`src/rtl/av_regs_arbiter_if.sv`:
```
// av_regs_arbiter_if: requester command/response bundle plus the Avalon-MM register-port signals
interface av_regs_arbiter_if #(
  parameter int NREQ = 2,
  parameter int DW   = 32,
  parameter int AW   = 16
);
  logic [NREQ-1:0]                 req_valid_i;
  logic [NREQ-1:0]                 req_write_i;
  logic [NREQ-1:0][AW-1:0]         req_address_i;
  logic [NREQ-1:0][DW/8-1:0]       req_byteenable_i;
  logic [NREQ-1:0][DW-1:0]         req_writedata_i;
  logic [NREQ-1:0]                 req_ready_o;
  logic [NREQ-1:0]                 rsp_valid_o;
  logic [DW-1:0]                   rsp_readdata_o;
  logic [NREQ-1:0]                 rsp_err_o;
  logic [AW-1:0]                   m_address_o;
  logic [DW/8-1:0]                 m_byteenable_o;
  logic                            m_read_o;
  logic                            m_write_o;
  logic [DW-1:0]                   m_writedata_o;
  logic [DW-1:0]                   m_readdata_i;
  modport slave (
    input  req_valid_i, req_write_i, req_address_i, req_byteenable_i, req_writedata_i, m_readdata_i,
    output req_ready_o, rsp_valid_o, rsp_readdata_o, rsp_err_o,
           m_address_o, m_byteenable_o, m_read_o, m_write_o, m_writedata_o
  );
  modport master (
    output req_valid_i, req_write_i, req_address_i, req_byteenable_i, req_writedata_i, m_readdata_i,
    input  req_ready_o, rsp_valid_o, rsp_readdata_o, rsp_err_o,
           m_address_o, m_byteenable_o, m_read_o, m_write_o, m_writedata_o
  );
endinterface

```
`src/rtl/av_regs_arbiter.sv`:
```
// av_regs_arbiter: round-robin sharing of one Avalon-MM register port; AV_REGS_ARB_ADDR_CHECK_EN enables range checking
module av_regs_arbiter #(
  parameter int          NREQ     = 2,
  parameter int          DW       = 32,
  parameter int          AW       = 16,
  parameter int unsigned REGS_NUM = 2
) (
  input  logic             clk_i,
  input  logic             reset_i,
  av_regs_arbiter_if.slave bus
);
  localparam int GW = (NREQ > 1) ? $clog2(NREQ) : 1;
`ifdef AV_REGS_ARB_ADDR_CHECK_EN
  localparam bit CHK = 1'b1;
`else
  localparam bit CHK = 1'b0;
`endif
  typedef enum logic [1:0] {IDLE, ISSUE, RD_WAIT} state_t;
  state_t          r_state, w_next;
  logic [GW-1:0]   r_last, r_gnt, w_grant, w_idx;
  logic            w_any, w_oor, w_wr;
  logic            r_wr, r_err, r_read, r_write;
  logic [AW-1:0]   r_addr;
  logic [DW/8-1:0] r_be;
  logic [DW-1:0]   r_wdata, r_rdata;
  logic [NREQ-1:0] r_ready, r_rvalid, r_rerr;
  // Scan downward so the requester closest after last_grant is the final assignment.
  always_comb begin
    w_any   = |bus.req_valid_i;
    w_grant = r_last;
    w_idx   = r_last;
    for (int i = NREQ; i >= 1; i--) begin
      w_idx = GW'((int'(r_last) + i) % NREQ);
      w_grant = bus.req_valid_i[w_idx] ? w_idx : w_grant;
    end
    w_wr   = bus.req_write_i[w_grant];
    w_oor  = CHK && (bus.req_address_i[w_grant] >= AW'(REGS_NUM));
    w_next = (r_state == IDLE) ? (w_any ? ISSUE : IDLE) :
             (r_state == ISSUE && !r_wr) ? RD_WAIT : IDLE;
  end
  always_ff @(posedge clk_i)
    r_state <= reset_i ? IDLE : w_next;
  always_ff @(posedge clk_i) begin
    if (reset_i) begin
      r_last   <= GW'(NREQ - 1);
      r_gnt    <= '0;
      r_wr     <= 1'b0;
      r_err    <= 1'b0;
      r_read   <= 1'b0;
      r_write  <= 1'b0;
      r_addr   <= '0;
      r_be     <= '0;
      r_wdata  <= '0;
      r_rdata  <= '0;
      r_ready  <= '0;
      r_rvalid <= '0;
      r_rerr   <= '0;
    end else begin
      r_ready  <= '0;
      r_rvalid <= '0;
      r_rerr   <= '0;
      r_read   <= 1'b0;
      r_write  <= 1'b0;
      if (r_state == IDLE && w_any) begin
        r_gnt            <= w_grant;
        r_last           <= w_grant;
        r_wr             <= w_wr;
        r_err            <= w_oor;
        r_addr           <= bus.req_address_i[w_grant];
        r_be             <= bus.req_byteenable_i[w_grant];
        r_wdata          <= bus.req_writedata_i[w_grant];
        r_ready[w_grant] <= 1'b1;
        r_rerr[w_grant]  <= w_oor && w_wr;
        r_read           <= !w_wr && !w_oor;
        r_write          <= w_wr && !w_oor;
      end
      if (r_state == RD_WAIT) begin
        r_rvalid[r_gnt] <= 1'b1;
        r_rerr[r_gnt]   <= r_err;
        r_rdata         <= r_err ? '0 : bus.m_readdata_i;
      end
    end
  end
  assign bus.req_ready_o    = r_ready;
  assign bus.rsp_valid_o    = r_rvalid;
  assign bus.rsp_readdata_o = r_rdata;
  assign bus.rsp_err_o      = r_rerr;
  assign bus.m_address_o    = r_addr;
  assign bus.m_byteenable_o = r_be;
  assign bus.m_read_o       = r_read;
  assign bus.m_write_o      = r_write;
  assign bus.m_writedata_o  = r_wdata;
endmodule
```
`src/flat_wrapper.sv`:
```
// flat-port wrapper written by rule: the top's interface ports become plain ports
module av_regs_arbiter_flat 
#(
  parameter int          NREQ     = 2,
  parameter int          DW       = 32,
  parameter int          AW       = 16,
  parameter int unsigned REGS_NUM = 2
)
  (clk_i, reset_i, bus_req_valid_i, bus_req_write_i, bus_req_address_i, bus_req_byteenable_i, bus_req_writedata_i, bus_m_readdata_i, bus_req_ready_o, bus_rsp_valid_o, bus_rsp_readdata_o, bus_rsp_err_o, bus_m_address_o, bus_m_byteenable_o, bus_m_read_o, bus_m_write_o, bus_m_writedata_o);
  av_regs_arbiter_if #(.NREQ(NREQ), .DW(DW), .AW(AW)) bus_i ();
  input  logic clk_i;
  input  logic reset_i;
  input wire logic [$bits(bus_i.req_valid_i)-1:0] bus_req_valid_i;
  input wire logic [$bits(bus_i.req_write_i)-1:0] bus_req_write_i;
  input wire logic [$bits(bus_i.req_address_i)-1:0] bus_req_address_i;
  input wire logic [$bits(bus_i.req_byteenable_i)-1:0] bus_req_byteenable_i;
  input wire logic [$bits(bus_i.req_writedata_i)-1:0] bus_req_writedata_i;
  input wire logic [$bits(bus_i.m_readdata_i)-1:0] bus_m_readdata_i;
  output wire logic [$bits(bus_i.req_ready_o)-1:0] bus_req_ready_o;
  output wire logic [$bits(bus_i.rsp_valid_o)-1:0] bus_rsp_valid_o;
  output wire logic [$bits(bus_i.rsp_readdata_o)-1:0] bus_rsp_readdata_o;
  output wire logic [$bits(bus_i.rsp_err_o)-1:0] bus_rsp_err_o;
  output wire logic [$bits(bus_i.m_address_o)-1:0] bus_m_address_o;
  output wire logic [$bits(bus_i.m_byteenable_o)-1:0] bus_m_byteenable_o;
  output wire logic [$bits(bus_i.m_read_o)-1:0] bus_m_read_o;
  output wire logic [$bits(bus_i.m_write_o)-1:0] bus_m_write_o;
  output wire logic [$bits(bus_i.m_writedata_o)-1:0] bus_m_writedata_o;
  assign bus_i.req_valid_i = bus_req_valid_i;
  assign bus_i.req_write_i = bus_req_write_i;
  assign bus_i.req_address_i = bus_req_address_i;
  assign bus_i.req_byteenable_i = bus_req_byteenable_i;
  assign bus_i.req_writedata_i = bus_req_writedata_i;
  assign bus_i.m_readdata_i = bus_m_readdata_i;
  assign bus_req_ready_o = bus_i.req_ready_o;
  assign bus_rsp_valid_o = bus_i.rsp_valid_o;
  assign bus_rsp_readdata_o = bus_i.rsp_readdata_o;
  assign bus_rsp_err_o = bus_i.rsp_err_o;
  assign bus_m_address_o = bus_i.m_address_o;
  assign bus_m_byteenable_o = bus_i.m_byteenable_o;
  assign bus_m_read_o = bus_i.m_read_o;
  assign bus_m_write_o = bus_i.m_write_o;
  assign bus_m_writedata_o = bus_i.m_writedata_o;
  av_regs_arbiter #(.NREQ(NREQ), .DW(DW), .AW(AW), .REGS_NUM(REGS_NUM)) u_core (.clk_i(clk_i), .reset_i(reset_i), .bus(bus_i));
endmodule
```
`config.mk`:
```
export PLATFORM = sky130hd
export DESIGN_NAME = av_regs_arbiter_flat
export DESIGN_NICKNAME = d
export VERILOG_FILES = /design/src/rtl/av_regs_arbiter_if.sv /design/src/rtl/av_regs_arbiter.sv /design/src/flat_wrapper.sv
export SDC_FILE = /design/constraint.sdc
export NUM_CORES = 1
export LEC_CHECK = 0
export BUFFER_PORTS_ARGS = -buffer_cell sky130_fd_sc_hd__buf_2
export CAP_MARGIN = 0
export CORE_ASPECT_RATIO = 1.1
export CORE_MARGIN = 3
export CORE_UTILIZATION = 39
export CTS_CLUSTER_DIAMETER = 40
export DETAILED_ROUTE_END_ITERATION = 6
export PLACE_DENSITY = 0.73
export SYNTH_ARGS = -nofsm -noshare
export SYNTH_HDL_FRONTEND = slang
export SYNTH_SLANG_ARGS = --single-unit
```
`constraint.sdc`:
```
create_clock -name clk_i -period 1.4 [get_ports clk_i]
set_input_delay 0.35 -clock clk_i [delete_from_list [all_inputs] [get_ports clk_i]]
set_output_delay 0.35 -clock clk_i [all_outputs]
set_load 0.01 [all_outputs]
```
**Word-level counts from Yosys, hierarchy flattened**

Index checks and enable logic that the tools add are counted.

- Logic and storage cells: 60
- Bits in writable memories: 0
- Flip-flop bits (word level): 97
- Memories: 0
- ROM bits: 0
- Output and inout bits: 92
- Bits in latches: 0

- Multipliers: 0
- Shift-type cells: 0
- Bitwise operators: 4
- $add $sub $neg: 2
- Div/mod/pow operators: 0
- Equal/unequal tests: 2
- Muxes and demuxes: 23
- Order comparisons: 6
- Reduce and logical (&&, ||, !) cells: 10

Operators with widths:

| cell | number |
|---|---|
| $mux W32 | 2 |
| $mux W16 | 2 |
| $mux W1 | 11 |
| $lt A1 B2 Y1 const B | 4 |
| $mux W2 | 4 |
| $mux W4 | 2 |
| $reduce_or A2 Y1 | 3 |
| $logic_and A1 B1 Y1 | 4 |
| $add A1 B1 Y1 const B | 2 |
| $and A2 B2 Y2 | 1 |
| $demux W1 S1 | 2 |
| $eq A2 B1 Y1 const B | 1 |
| $eq A2 B2 Y1 const B | 1 |
| $ge A1 B1 Y1 const B | 2 |
| $logic_not A1 Y1 | 2 |
| $logic_not A2 Y1 | 1 |
| $not A1 Y1 | 2 |
| $not A2 Y2 | 1 |

**Logic depth before layout (Yosys ltp)**

- Depth after elaboration: 9
- Mapped depth: 6
- Gate-level depth less buffers: 4

**Worst setup path before layout**

Ideal clock, no wire load.

- Path kind: register -> register
- Start: register u_core.r_state[0]
- End: register u_core.r_addr[10] (netlist: u_core.bus.m_address_o[10])
- Data required time: 1.253 ns
- Arrival time: 1.111 ns
- Buffers on the path: 2
- Stages on the path, launching flop included: 6
- Library setup time: 0.147 ns
- Clock period less this slack: 1.257 ns
- Slack: 0.143 ns
- Cell sequence: dfxtp_1 o21bai_1 nor2_2 buf_2 buf_4 a311oi_2

- Word-level cells in the longest chain between the ends: 2

Ends and longest elaborated chain:

| what | RTL line | text |
|---|---|---|
| from (decl) | av_regs_arbiter.sv:19 | `state_t r_state, w_next;` |
| from (signal assigned) | av_regs_arbiter.sv:42 | `r_state <= reset_i ? IDLE : w_next;` |
| $logic_not A2 Y1 | av_regs_arbiter.sv:64 | `if (r_state == IDLE && w_any) begin` |
| $logic_and A1 B1 Y1 | av_regs_arbiter.sv:64 |  |
| to (signal assigned) | av_regs_arbiter.sv:69 | `r_addr <= bus.req_address_i[w_grant];` |
| to (decl) | av_regs_arbiter.sv:23 | `logic [AW-1:0] r_addr;` |

No other way between the ends.
A chain may end at the register's enable or synchronous reset.

**Worst setup path in the final report**

- Start: register u_core.r_last
- End: register u_core.r_wdata[31] (netlist: u_core.bus.m_writedata_o[31])

- Word-level cells in the longest chain between the ends: 7

Ends and longest elaborated chain:

| what | RTL line | text |
|---|---|---|
| from (decl) | av_regs_arbiter.sv:20 | `logic [GW-1:0] r_last, r_gnt, w_grant, w_idx;` |
| from (signal assigned) | av_regs_arbiter.sv:45 | `r_last <= GW'(NREQ - 1);` |
| from (signal assigned) | av_regs_arbiter.sv:66 | `r_last <= w_grant;` |
| $add A1 B1 Y1 | av_regs_arbiter.sv:33 | `w_idx = GW'((int'(r_last) + i) % NREQ);` |
| $mux W1 (implied by the code) (2 in a row) | av_regs_arbiter.sv:34 | `w_grant = bus.req_valid_i[w_idx] ? w_idx : w_grant;` |
| $mux W1 | av_regs_arbiter.sv:34 |  |
| $mux W1 * | av_regs_arbiter.sv:34 |  |
| $mux W32 (implied by the code) * (2 in a row) | av_regs_arbiter.sv:71 | `r_wdata <= bus.req_writedata_i[w_grant];` |
| to (signal assigned) | av_regs_arbiter.sv:71 |  |
| to (decl) | av_regs_arbiter.sv:25 | `logic [DW-1:0] r_wdata, r_rdata;` |

Mark *: on every way between the ends. The rest lies on a longest branch, timed or not. The select of a mux whose other input is x is not followed.

==> results.toml <==
[setup_path]
crit_path_start = "u_core.r_last$_SDFFE_PP1P_"
crit_type = "reg -> reg"
worstPathRequired_ns = 1.67
worstSetupEndpointType = "register"
worst_setup_path_start_kind = "register"
critical_path.max_fanout = 5
r2r_start = "u_core.r_last$_SDFFE_PP1P_"
worst_ep_arrival_time_ns = 1.66

[worst_hold_path]
worst_hold_check_path_type = "in -> reg"
worst_hold_startpoint = "bus_m_readdata_i[22]"

[global_routing]
grt_start_max_net_pins = 42
first_global_vias = 4038
gr-total-overflow = 0
gr-usage-all-layers_pct = 19.6
grt_pass1_wl_um = 18400
grt_antenna_before_repair = 0

[yosys]
ys_top_cells_by_area = "sky130_fd_sc_hd__dfxtp_1 47%, sky130_fd_sc_hd__a311oi_2 18%, sky130_fd_sc_hd__nand2_1 16%, sky130_fd_sc_hd__nor2_1 5.1%, sky130_fd_sc_hd__a21oi_1 4.0%"
synth_top_area_share_pct = 47.1
synth.yosys.warnings = 0
post-synth-top-count-cell = "sky130_fd_sc_hd__nand2_1"
synth_largest_area_cell = "sky130_fd_sc_hd__dfxtp_1"
post_synth_num_cell_types = 27
netlist_area_um2 = 4040
synth_common_cells = "169 x sky130_fd_sc_hd__nand2_1, 95 x sky130_fd_sc_hd__dfxtp_1, 55 x sky130_fd_sc_hd__nor2_1"
synth-edff-count = 0
synthFlopType = "sky130_fd_sc_hd__dfxtp_1"
synth.avg_cell_area_um2 = 8.67
postSynth.asyncResetShare_pct = 0
synthesized_instance_count = 466
yosysSeqAreaShare_pct = 47.1
yosys_register_bits = 95

[clock_network]
clk_latency_ns = 0.35
htree_levels = 3
clock_tree_from_tritoncts = "done"
cts.clk_slew.worst_paths_ns = 0.09
cts-buffers-inserted = 9
cts.path.max_buffers = 2
cts.sink_count = 95
buffer_cell_driving_the_clock_tree_root = "sky130_fd_sc_hd__clkbuf_8"
ctsHoldBuffers = 0

[power_and_ir_drop]
power-per-cell-area_nw_per_um2 = 1210
power.static_leakage_nw = 2.86
irDropWorstVdd_uv = 660
fin_total_pwr_mw = 7.36

[sta]
finalMaxSlewViolations = 0
hold_violations = 0
sum_neg_setup_slack_ns = 0
achievable-frequency_ghz = 0.717
min_period_over_period_pct = 99.6
rsz0062_at_grt = "yes"
fin_worst_hold_slack_ns = 0.220
finalSetupViolations = 0
fin_worst_skew_ns = 0.00625
fin_crit_ns = 1.39

[placement]
dp_hpwl_um = 8450
globalplace.congestion = 0.784
placedInstanceArea_um2 = 5390
portBuffers = 231

[floorplanning]
placementRows = 38
die-area_um2 = 11600
io-pin-count = 234
initial_utilization_pct = 40.5
placeableCoreArea_um2 = 9980
die_width_um = 103
y_dimension_of_the_die_um = 113

[detailed_routing]
drt-total-wl_um = 12800
detail_route.wl_per_cell_um = 15.5
detail-route-antenna-nets = 0
viasPerCell = 5.07
drtIter0Drc = 162
post-route-drc-count = 0
first_pass_drt_iterations = 4
detailroute.via_count = 4183

[layout]
post-route-cell-area_um2 = 6080
drive_gt1_share_pct = 49.6
n_antenna_cell = 0
area.growth.synth_to_final_pct = 50.5
final_core_util_pct = 60.9
fill_cell_instance_count_of_the_final_layout = 865
layout.nets = 843

[run_status]
run_status = "finished clean"

[run]
max_cap_violations = 0
[power by group]
part / internal (mW) / leakage [nW] / switching (mW) / total, mW
Sequential: 2.96 / 0.782 / 0.133 / 3.09
Combinational: 1.03 / 1.96 / 1.10 / 2.14
Clock: 1.18 / 0.113 / 0.948 / 2.13
Total: 5.18 / 2.86 / 2.18 / 7.36
[per-stage QoR]
step / setup WS, ns / cells
finish: 0.00549 / 825
global route: -0.0677 / 825
CTS: -0.000583 / 814
detailed placement: -0.114 / 792
global placement: -0.0460 / 792
floorplan: 0.143 / 467
[layout make-up]
class / instances / area [µm²] / share of cell area [%]
clock buffer: 10 / 128 / 2.10
clock inverter: 5 / 106 / 1.75
multi-input combinational: 328 / 1980 / 32.7
sequential: 95 / 1910 / 31.4
inverter: 2 / 7.51 / 0.124
timing repair buffer: 265 / 1790 / 29.5
tap: 120 / 150 / 2.47
[per-layer routing]
layer | part of all wire [%] | global-route usage (%) | routed length (µm) | vias to the layer above
met1 | 41 | 22.5 | 5300 | 1942
met4 | 2.2 | 8.55 | 278 | 0
met2 | 49 | 34.3 | 6310 | 177
met5 | 0 | 0 | 0 | -
li1 | - | - | - | 2040
met3 | 7.3 | 4.44 | 932 | 24
[sequential cells by signal (all words and copies together), names as in the netlist]
signal / cells
u_core.bus.m_read_o: 1
u_core.bus.m_writedata_o: 32
u_core.bus.m_write_o: 1
u_core.bus.m_address_o: 16
u_core.r_last: 1
u_core.r_gnt: 1
u_core.bus.rsp_readdata_o: 32
u_core.bus.req_ready_o: 2
u_core.bus.rsp_valid_o: 2
u_core.bus.m_byteenable_o: 4
u_core.r_wr: 1
u_core.r_state: 2
[placed cells by master, fill, tap and decap left out, types with 2 or more instances in the layout]
master / Yosys / routed
sky130_fd_sc_hd__buf_16: 0 / 4
sky130_fd_sc_hd__nand2_4: 0 / 4
sky130_fd_sc_hd__buf_2: 15 / 230
sky130_fd_sc_hd__dfxtp_1: 95 / 93
sky130_fd_sc_hd__buf_12: 0 / 11
sky130_fd_sc_hd__buf_4: 12 / 6
sky130_fd_sc_hd__nor2_4: 0 / 2
sky130_fd_sc_hd__a311oi_1: 3 / 2
sky130_fd_sc_hd__inv_1: 2 / 2
sky130_fd_sc_hd__nor3_1: 2 / 2
sky130_fd_sc_hd__a21oi_1: 32 / 32
sky130_fd_sc_hd__buf_6: 2 / 6
sky130_fd_sc_hd__clkbuf_8: 0 / 9
sky130_fd_sc_hd__nand2_2: 0 / 7
sky130_fd_sc_hd__a311oi_2: 49 / 50
sky130_fd_sc_hd__nor2_1: 55 / 54
sky130_fd_sc_hd__bufinv_16: 0 / 3
sky130_fd_sc_hd__clkbuf_16: 0 / 8
sky130_fd_sc_hd__nand2_1: 169 / 158
sky130_fd_sc_hd__conb_1: 1 / 2
[kinds of logic (layout without fill, tap and decap cells)]
family / Yosys count / count (layout) / synth area share (%)
buf+inv: 44 / 282 / 6.04
compound gates: 90 / 90 / 24.0
simple gates: 235 / 235 / 22.5
flops: 95 / 95 / 47.1
mux: 1 / 1 / 0.248
other cells: 1 / 2 / 0.0928
[repair_timing]
action / in CTS / in global routing
setup buffers: 4 / 3
setup endpoints to repair: 25 / 55
gates resized for setup: 2 / 30
hold endpoints to repair: 0 / 0
cloned: 3 / 10
pin swaps: 1 / 27
[worst max-delay path: stages, from the launching register on]
cell and delay (ns):
sky130_fd_sc_hd__dfxtp_4 0.38, sky130_fd_sc_hd__nor2_4 0.04, sky130_fd_sc_hd__buf_6 0.11, sky130_fd_sc_hd__a21oi_4 0.16, sky130_fd_sc_hd__buf_6 0.17, sky130_fd_sc_hd__clkbuf_16 0.15, sky130_fd_sc_hd__nand2_4 0.04, sky130_fd_sc_hd__a311oi_2 0.26
[final timing paths]
check | to | slack (ns) | cells after the start
max reg2reg | u_core.bus.m_writedata_o[31]$_SDFFE_PP0P_ | 0.005 | 7
max | u_core.bus.m_writedata_o[31]$_SDFFE_PP0P_ | 0.005 | 7
min reg2reg | u_core.r_state[1]$_SDFF_PP0_ | 0.43 | 1
min | u_core.bus.rsp_readdata_o[22]$_SDFFE_PP0N_ | 0.22 | 3
No activity file was read; power rests on OpenSTA's default activity.
